### src/rtl/exmem_skid_pipeline_pkg.sv
// exmem_skid_pipeline_pkg: shared memctl bit positions, FSM state encoding and payload layout
package exmem_skid_pipeline_pkg;
    localparam int MEMCTL_LOAD  = 0;
    localparam int MEMCTL_STORE = 1;
    localparam int MEMCTL_BYTE  = 2;
    localparam int DEF_DATA_W    = 32;
    localparam int DEF_REG_IDX_W = 3;

    typedef enum logic [1:0] {
        EMPTY = 2'd0,
        ONE   = 2'd1,
        TWO   = 2'd2
    } state_t;

    // Payload layout at the default widths; the top packs the same field order into a flat vector
    typedef struct packed {
        logic [DEF_DATA_W-1:0]    alu1;
        logic [DEF_DATA_W-1:0]    alu2;
        logic [DEF_REG_IDX_W-1:0] rd1;
        logic [DEF_REG_IDX_W-1:0] rd2;
        logic                     wen1;
        logic                     wen2;
        logic [DEF_DATA_W-1:0]    store_data;
        logic [2:0]               memctl;
    } payload_t;

    function automatic int payload_w(input int dw, input int rw);
        return 3 * dw + 2 * rw + 5;
    endfunction
endpackage

### src/rtl/exmem_payload_reg.sv
// exmem_payload_reg: one payload entry with load enable, cleared by async active-low reset
module exmem_payload_reg #(
    parameter int W = 8
) (
    input  logic         clk,
    input  logic         reset,
    input  logic         i_load,
    input  logic [W-1:0] i_d,
    output logic [W-1:0] o_q
);
    logic [W-1:0] r_q;

    // capture new entry when load is asserted
    always_ff @(posedge clk or negedge reset)
        if (!reset) r_q <= '0;
        else if (i_load) r_q <= i_d;

    assign o_q = r_q;
endmodule

### src/rtl/exmem_skid_pipeline.sv
// exmem_skid_pipeline: two-entry EX/MEM skid buffer with registered ready; optional EXMEM_STALL_CNT_EN stall counter
module exmem_skid_pipeline
    import exmem_skid_pipeline_pkg::*;
#(
    parameter int DATA_W    = 32,
    parameter int REG_IDX_W = 3
) (
    input  logic                 clk,
    input  logic                 reset,
    input  logic                 flush,
    input  logic                 in_valid,
    output logic                 in_ready,
    input  logic [DATA_W-1:0]    in_alu1,
    input  logic [DATA_W-1:0]    in_alu2,
    input  logic [REG_IDX_W-1:0] in_rd1,
    input  logic [REG_IDX_W-1:0] in_rd2,
    input  logic                 in_wen1,
    input  logic                 in_wen2,
    input  logic [DATA_W-1:0]    in_store_data,
    input  logic [2:0]           in_memctl,
    output logic                 out_valid,
    input  logic                 out_ready,
    output logic [DATA_W-1:0]    out_alu1,
    output logic [DATA_W-1:0]    out_alu2,
    output logic [REG_IDX_W-1:0] out_rd1,
    output logic [REG_IDX_W-1:0] out_rd2,
    output logic                 out_wen1,
    output logic                 out_wen2,
    output logic [DATA_W-1:0]    out_store_data,
    output logic [2:0]           out_memctl
`ifdef EXMEM_STALL_CNT_EN
    ,
    output logic [15:0]          stall_cnt
`endif
);
    localparam int PW = payload_w(DATA_W, REG_IDX_W);

    state_t                r_state;
    logic                  r_in_ready;
    logic                  r_out_valid;
    logic                  w_acc;
    logic                  w_main_load;
    logic                  w_skid_load;
    logic [PW-1:0]         w_in_pl;
    logic [PW-1:0]         w_main_d;
    logic [PW-1:0]         w_main_q;
    logic [PW-1:0]         w_skid_q;
    logic [DATA_W-1:0]     w_alu1;
    logic [DATA_W-1:0]     w_alu2;
    logic [REG_IDX_W-1:0]  w_rd1;
    logic [REG_IDX_W-1:0]  w_rd2;
    logic                  w_wen1;
    logic                  w_wen2;
    logic [DATA_W-1:0]     w_sd;
    logic [2:0]            w_mc;

    assign w_in_pl = {in_alu1, in_alu2, in_rd1, in_rd2, in_wen1, in_wen2, in_store_data, in_memctl};
    assign w_acc   = in_valid && r_in_ready;

    // main refills from the input, or from skid when draining TWO; skid only fills on a stalled accept
    always_comb begin
        w_main_load = !flush && ((r_state == EMPTY && w_acc) ||
                                 (r_state == ONE && w_acc && out_ready) ||
                                 (r_state == TWO && out_ready));
        w_skid_load = !flush && r_state == ONE && w_acc && !out_ready;
        w_main_d    = (r_state == TWO) ? w_skid_q : w_in_pl;
    end

    // occupancy FSM with registered in_ready / out_valid; flush squashes everything
    always_ff @(posedge clk or negedge reset) begin
        if (!reset) begin
            r_state     <= EMPTY;
            r_out_valid <= 1'b0;
            r_in_ready  <= 1'b1;
        end else if (flush) begin
            r_state     <= EMPTY;
            r_out_valid <= 1'b0;
            r_in_ready  <= 1'b1;
        end else begin
            case (r_state)
                EMPTY: if (w_acc) begin
                    r_state     <= ONE;
                    r_out_valid <= 1'b1;
                    r_in_ready  <= 1'b1;
                end
                ONE: if (w_acc && !out_ready) begin
                    r_state     <= TWO;
                    r_out_valid <= 1'b1;
                    r_in_ready  <= 1'b0;
                end else if (!w_acc && out_ready) begin
                    r_state     <= EMPTY;
                    r_out_valid <= 1'b0;
                    r_in_ready  <= 1'b1;
                end
                TWO: if (out_ready) begin
                    r_state     <= ONE;
                    r_out_valid <= 1'b1;
                    r_in_ready  <= 1'b1;
                end
                default: begin
                    r_state     <= EMPTY;
                    r_out_valid <= 1'b0;
                    r_in_ready  <= 1'b1;
                end
            endcase
        end
    end

    exmem_payload_reg #(.W(PW)) u_main (
        .clk    (clk),
        .reset  (reset),
        .i_load (w_main_load),
        .i_d    (w_main_d),
        .o_q    (w_main_q)
    );

    exmem_payload_reg #(.W(PW)) u_skid (
        .clk    (clk),
        .reset  (reset),
        .i_load (w_skid_load),
        .i_d    (w_in_pl),
        .o_q    (w_skid_q)
    );

    assign {w_alu1, w_alu2, w_rd1, w_rd2, w_wen1, w_wen2, w_sd, w_mc} = w_main_q;

    assign in_ready       = r_in_ready;
    assign out_valid      = r_out_valid;
    assign out_alu1       = w_alu1;
    assign out_alu2       = w_alu2;
    assign out_rd1        = w_rd1;
    assign out_rd2        = w_rd2;
    assign out_store_data = w_sd;
    assign out_wen1       = w_wen1 && r_out_valid;
    assign out_wen2       = w_wen2 && r_out_valid;
    assign out_memctl     = w_mc & {3{r_out_valid}};

`ifdef EXMEM_STALL_CNT_EN
    logic [15:0] r_stall_cnt;

    // saturating count of cycles the memory stage holds off a valid pair; flush does not clear it
    always_ff @(posedge clk or negedge reset)
        if (!reset) r_stall_cnt <= 16'h0;
        else if (r_out_valid && !out_ready && r_stall_cnt != 16'hFFFF) r_stall_cnt <= r_stall_cnt + 16'h1;

    assign stall_cnt = r_stall_cnt;
`endif
endmodule
### config.mk
export PLATFORM = sky130hd
export DESIGN_NAME = exmem_skid_pipeline
export DESIGN_NICKNAME = d
export VERILOG_FILES = /design/src/rtl/exmem_skid_pipeline_pkg.sv /design/src/rtl/exmem_payload_reg.sv /design/src/rtl/exmem_skid_pipeline.sv
export SDC_FILE = /design/constraint.sdc
export NUM_CORES = 1
export LEC_CHECK = 0
export BUFFER_PORTS_ARGS = -buffer_cell sky130_fd_sc_hd__buf_2
export CELL_PAD_IN_SITES_DETAIL_PLACEMENT = 1
export CELL_PAD_IN_SITES_GLOBAL_PLACEMENT = 1
export CORE_AREA = 10 10 158 160
export CTS_CLUSTER_SIZE = 40
export DETAILED_ROUTE_END_ITERATION = 16
export DIE_AREA = 0 0 168 170
export PLACE_DENSITY = 0.89
export SYNTH_ARGS = -nofsm -noshare
export SYNTH_HDL_FRONTEND = slang
export SYNTH_SLANG_ARGS = --single-unit
### constraint.sdc
create_clock -name clk -period 2.98 [get_ports clk]
set_clock_uncertainty 0.15 [all_clocks]
set_input_delay 0.447 -clock clk [delete_from_list [all_inputs] [get_ports clk]]
set_output_delay 0.447 -clock clk [all_outputs]
set_load 0.05 [all_outputs]
Yosys cells after proc, flatten, opt, wreduce, memory -nomap -nowiden. Cells that the tools add are included. W data, S select, Z words.

Eq/ne operators: 5. Mux-type cells: 17. Bitwise logic cells: 1. Reductions and logical operators: 20.

Operators by type and width (count): $mux W107 (1); $logic_and A1 B1 Y1 (13); $mux W2 (5); $mux W1 (8); $ne A3 B3 Y1 const B (2); $pmux W1 S3 (2); $pmux W2 S3 (1); $ne A4 B2 Y1 const B (1); $and A3 B3 Y3 (1); $logic_not A1 Y1 (3); $reduce_and A3 Y1 (1); $eq A2 B1 Y1 const B (1); $eq A2 B2 Y1 const B (1); $logic_not A2 Y1 (1); $logic_or A1 B1 Y1 (2).

Bits in registers: 218. Bits of input ports: 112. Output and inout bits: 109. Logic and storage cells: 48.

Logic depth before layout (Yosys ltp).
Depth after elaboration: 7. Gate-level depth with buffers: 8. Gate-level depth less buffers: 4.

Modules after synthesis. From an unflattened synthesis, not the netlist that was laid out.

Cell total of the unflattened synthesis: 603. Area, all modules: 9763.1 µm².

Modules (own cells, without submodules): exmem_payload_reg (instances 2, cells each 226, area an instance 4086.4 µm², seq. area each 2677.6 µm²); exmem_skid_pipeline (instances 1, cells each 151, area an instance 1590.3 µm², seq. area each 101.3 µm²).

Worst setup path before layout. No wires, ideal clock.

Path type: register to register. Start point: register r_in_ready (netlist: in_ready). End point: register u_main.r_q[39] (netlist: u_main.o_q[39]). Arrival time: 1.706 ns. Setup slack: 0.989 ns. Cell stages (with the launch flop): 8. Clock period less this slack: 1.991 ns. Cell sequence: dfstp_2 -> and2_1 -> a31oi_4 -> buf_4 -> buf_4 -> buf_4 -> nand2_1 -> o21ai_0.

Cells in the longest elaborated chain, start to end: 6.

Ends and longest elaborated chain: start: declaration (line exmem_skid_pipeline.sv:39) `logic r_in_ready;`; start signal: assignment (line exmem_skid_pipeline.sv:74) `r_in_ready <= 1'b1;`; start signal: assignment (line exmem_skid_pipeline.sv:78) `r_in_ready <= 1'b1;`; start signal: assignment (line exmem_skid_pipeline.sv:84) `r_in_ready <= 1'b1;`; $logic_and A1 B1 Y1 * (line exmem_skid_pipeline.sv:58) `assign w_acc = in_valid && r_in_ready;`; $logic_and A1 B1 Y1 (2 in series) (line exmem_skid_pipeline.sv:63) `(r_state == ONE && w_acc && out_ready) ||`; $logic_or A1 B1 Y1 * (line exmem_skid_pipeline.sv:62) `w_main_load = !flush && ((r_state == EMPTY && w_acc) ||`; $logic_or A1 B1 Y1 * (line exmem_skid_pipeline.sv:63); $logic_and A1 B1 Y1 * (line exmem_skid_pipeline.sv:62); end signal: assignment (line exmem_payload_reg.sv:16) `else if (i_load) r_q <= i_d;`; end: declaration (line exmem_payload_reg.sv:11) `logic [W-1:0] r_q;`.

Every way passes the cells marked *; elsewhere a longest branch is shown, timed or not. A chain may end at the register's enable or synchronous reset.

Worst setup path after layout.
Start point: register r_state[0]. End point: register u_skid.r_q[82] (netlist: u_skid.o_q[82]).

Cells in the longest elaborated chain, start to end: 4.

Ends and longest elaborated chain: start: declaration (line exmem_skid_pipeline.sv:38) `state_t r_state;`; start signal: assignment (line exmem_skid_pipeline.sv:72) `r_state <= EMPTY;`; start signal: assignment (line exmem_skid_pipeline.sv:76) `r_state <= EMPTY;`; start signal: assignment (line exmem_skid_pipeline.sv:82) `r_state <= ONE;`; $eq A2 B1 Y1 (line exmem_skid_pipeline.sv:65) `w_skid_load = !flush && r_state == ONE && w_acc && !out_ready;`; $logic_and A1 B1 Y1 (3 in series) (line exmem_skid_pipeline.sv:65); end signal: assignment (line exmem_payload_reg.sv:16); end: declaration (line exmem_payload_reg.sv:11).

No other way between the ends.

==> metrics.txt <==
fill count=2,310; total negative slack=0 ns; dominant cell type by area after synthesis=dfrtp_1; Root Driver=clkbuf_16; Power Dens Cells=between 800 and 900 nW/um^2; commonest non-fill, non-tap cell in the layout=buf_2; LEAKAGE=0.00542 uW; die width=between 150 and 200 um; run status=completed; CTS sink count=218; Top FF cell, synth=dfrtp_1; Gate Count Post-Synth=828; hpwl dp=16,700 um; Clock Power Share=28.9%; Clk Latency, worst-skew pair=approximately 0.50 ns; first-pass detailed-route iteration total=4; final hold violations=0; Post-synth ARST share=100%; most frequent cells in the layout=buf_2, dfrtp_1, mux2i_1, nand2_1, o21ai_0; Buf/Inv on CP=1; total of max-cap violations=0; Vias/cell=5.06; Synth Area per Inst=roughly 12 um^2; Hold Crit Class=primary input to flop; Post-Syn Area=10,100 um^2; highest routed layer=met5; DRT antenna net count=0; NumNets Final=~1.0k; Worst setup SP type=flop; wl on met1=9680 um; Seq/Total Area, Yosys=54.2%; WS Path Type=flop to flop; gr usage total=~16%; met2 WL post-DR=roughly 13,000 um; share of power burned in registers=between 40% and 50%; Synth top area share=53.9%; post-CTS setup buffers=0; clock period minus worst slack=2.25 ns; Combinational Power Share=a little over a quarter; area delta synth->final=13.1%; post-route cell area=11,400 um^2; layout cells sized above 1=roughly two fifths; top cells by area, synth=dfrtp_1, mux2i_1, mux2_2; CP delay by family, top=simple AND/OR/NAND/NOR gates; DR vias=roughly 6.2k; Placer Congestion=~0.76; CTS tree=yes; largest net degree at the start of global routing=around 110; max incr delay on CP=0.56 ns; CP arrival=2.49 ns; Worst Tran Pin Value=0.698 ns; ordered list of cells on the worst path=nand2b_4, nor3b_2, nand3b_1, buf_12, mux2_4; wire length per cell=19.9 um; TritonCTS Buffers=24; H-tree lvl count=1; Chip Height=170 um; DR WL met3=1510 um; syn nets=940; Top-Level Pins=221; area post-placement=10,700 um^2; Fin Hold WS=about 0.035 ns; Overflow after GRT=0; Sw Ratio=34.6%; final setup fails=0; Synth Register Bits=218; Syn. warnings=0; Slew headroom=53.5%; vias in the first global route=7,043; crit-path max FO=36; initial core utilization=46.4%; slowest CP cell=dfrtp_1; EDFF count, synth=0; Worst Path Required=3.22 ns; 1st-iter DRT viols=roughly 340; switching power=3250 uW; global-route wire length before repair=38,600 um; Core ar.=between 20,000 and 25,000 um^2; Synth cell types=30; antenna violations before repair=3; Final Cycle Share=75.6%; Port-buffer cells=220; drt drc=0; RSZ-0062 raised after global routing=false; Max Freq=0.444 GHz; FP Rows=54; Int Pwr=6150 uW; CP endpoint kind=flop; die area=28,600 um^2; CTS max path bufs=3; VDD IR max=approximately 0.47 mV; clock slew at reported path FFs=0.06 ns; Final Max Tran Viols=0; total routed wirelength=24,500 um
==> registers in the layout, summed over array words and instances (netlist names) <==
| signal | count |
|---|---|
| u_skid.o_q | 107 |
| r_state | 2 |
| out_valid | 1 |
| in_ready | 1 |
| u_main.o_q | 107 |
==> through the flow <==
step | worst slack [ns] | util, % | cells | power, uW
2_1_floorplan | 0.989 | - | 828 | 6370
3_5_place_dp | 0.614 | 49.2 | 1190 | 6740
4_1_cts | 0.656 | 52.5 | 1230 | 9530
3_3_place_gp | 0.665 | 49.2 | 1190 | 6590
6_report | 0.728 | 52.5 | 1232 | 9400
5_1_grt | 0.563 | 52.5 | 1231 | 9870
==> kinds of logic after synthesis <==
group,Yosys count,synth area share (%)
AO/OA/AOI/OAI,116,6.11
adder cells (fa/ha/maj),1,0.0994
buffers and inverters,152,10.5
flip-flops,218,54.2
multiplexers,215,23.8
AND/OR/NAND/NOR,126,5.23
==> final cells by class <==
type	instances	area (um^2)	share of cell area (%)
tap	280	350	3.08
antenna	2	5.00	0.0439
clock inverter	2	13.8	0.121
clock buffer	37	691	6.06
timing repair buffer	235	1310	11.5
sequential	218	5460	47.9
multi-input combinational	458	3560	31.2
==> timing repair <==
action,in CTS,in global routing
gates resized for setup,0,0
hold endpoints to repair,75,0
hold buffers,1,0
==> power by group through the flow <==
stage	Sequential (uW)	Clock [uW]	Combinational, uW
after CTS	4150	2810	2570
final	4150	2720	2530
after floorplan	4040	0	2330
after global placement	4130	0	2460
after detailed placement	4180	0	2560
after global routing	4240	2930	2710
==> synth_stat cells (all sizes together), types with 2 or more instances <==
| cell | number |
|---|---|
| dfrtp | 217 |
| buf | 142 |
| mux2i | 108 |
| nand2 | 108 |
| o21ai | 108 |
| mux2 | 107 |
| clkbuf | 10 |
| and2 | 6 |
| nor2 | 4 |
| a31oi | 2 |
| nor2b | 2 |
==> routing by layer <==
layer	global-route usage [%]	vias to the layer above
met5	0	-
met4	4.81	2
met3	4.45	35
met2	29.3	141
met1	18.8	3118
li1	-	2938
==> final timing paths <==
kind / start / to / slack, ns / depth (start not counted)
max: r_state[0] / u_skid.o_q[82] / 0.73 / 5
min: in_alu1[28] / u_skid.o_q[103] / 0.04 / 2
max reg2reg: r_state[0] / u_skid.o_q[82] / 0.73 / 5
min reg2reg: u_main.o_q[14] / u_main.o_q[14] / 0.32 / 2
max in group asynchronous: reset / u_main.o_q[92] / 1.52 / 3
min in group asynchronous: reset / u_main.o_q[14] / 0.36 / 2
No activity file was read; power rests on OpenSTA's default activity.
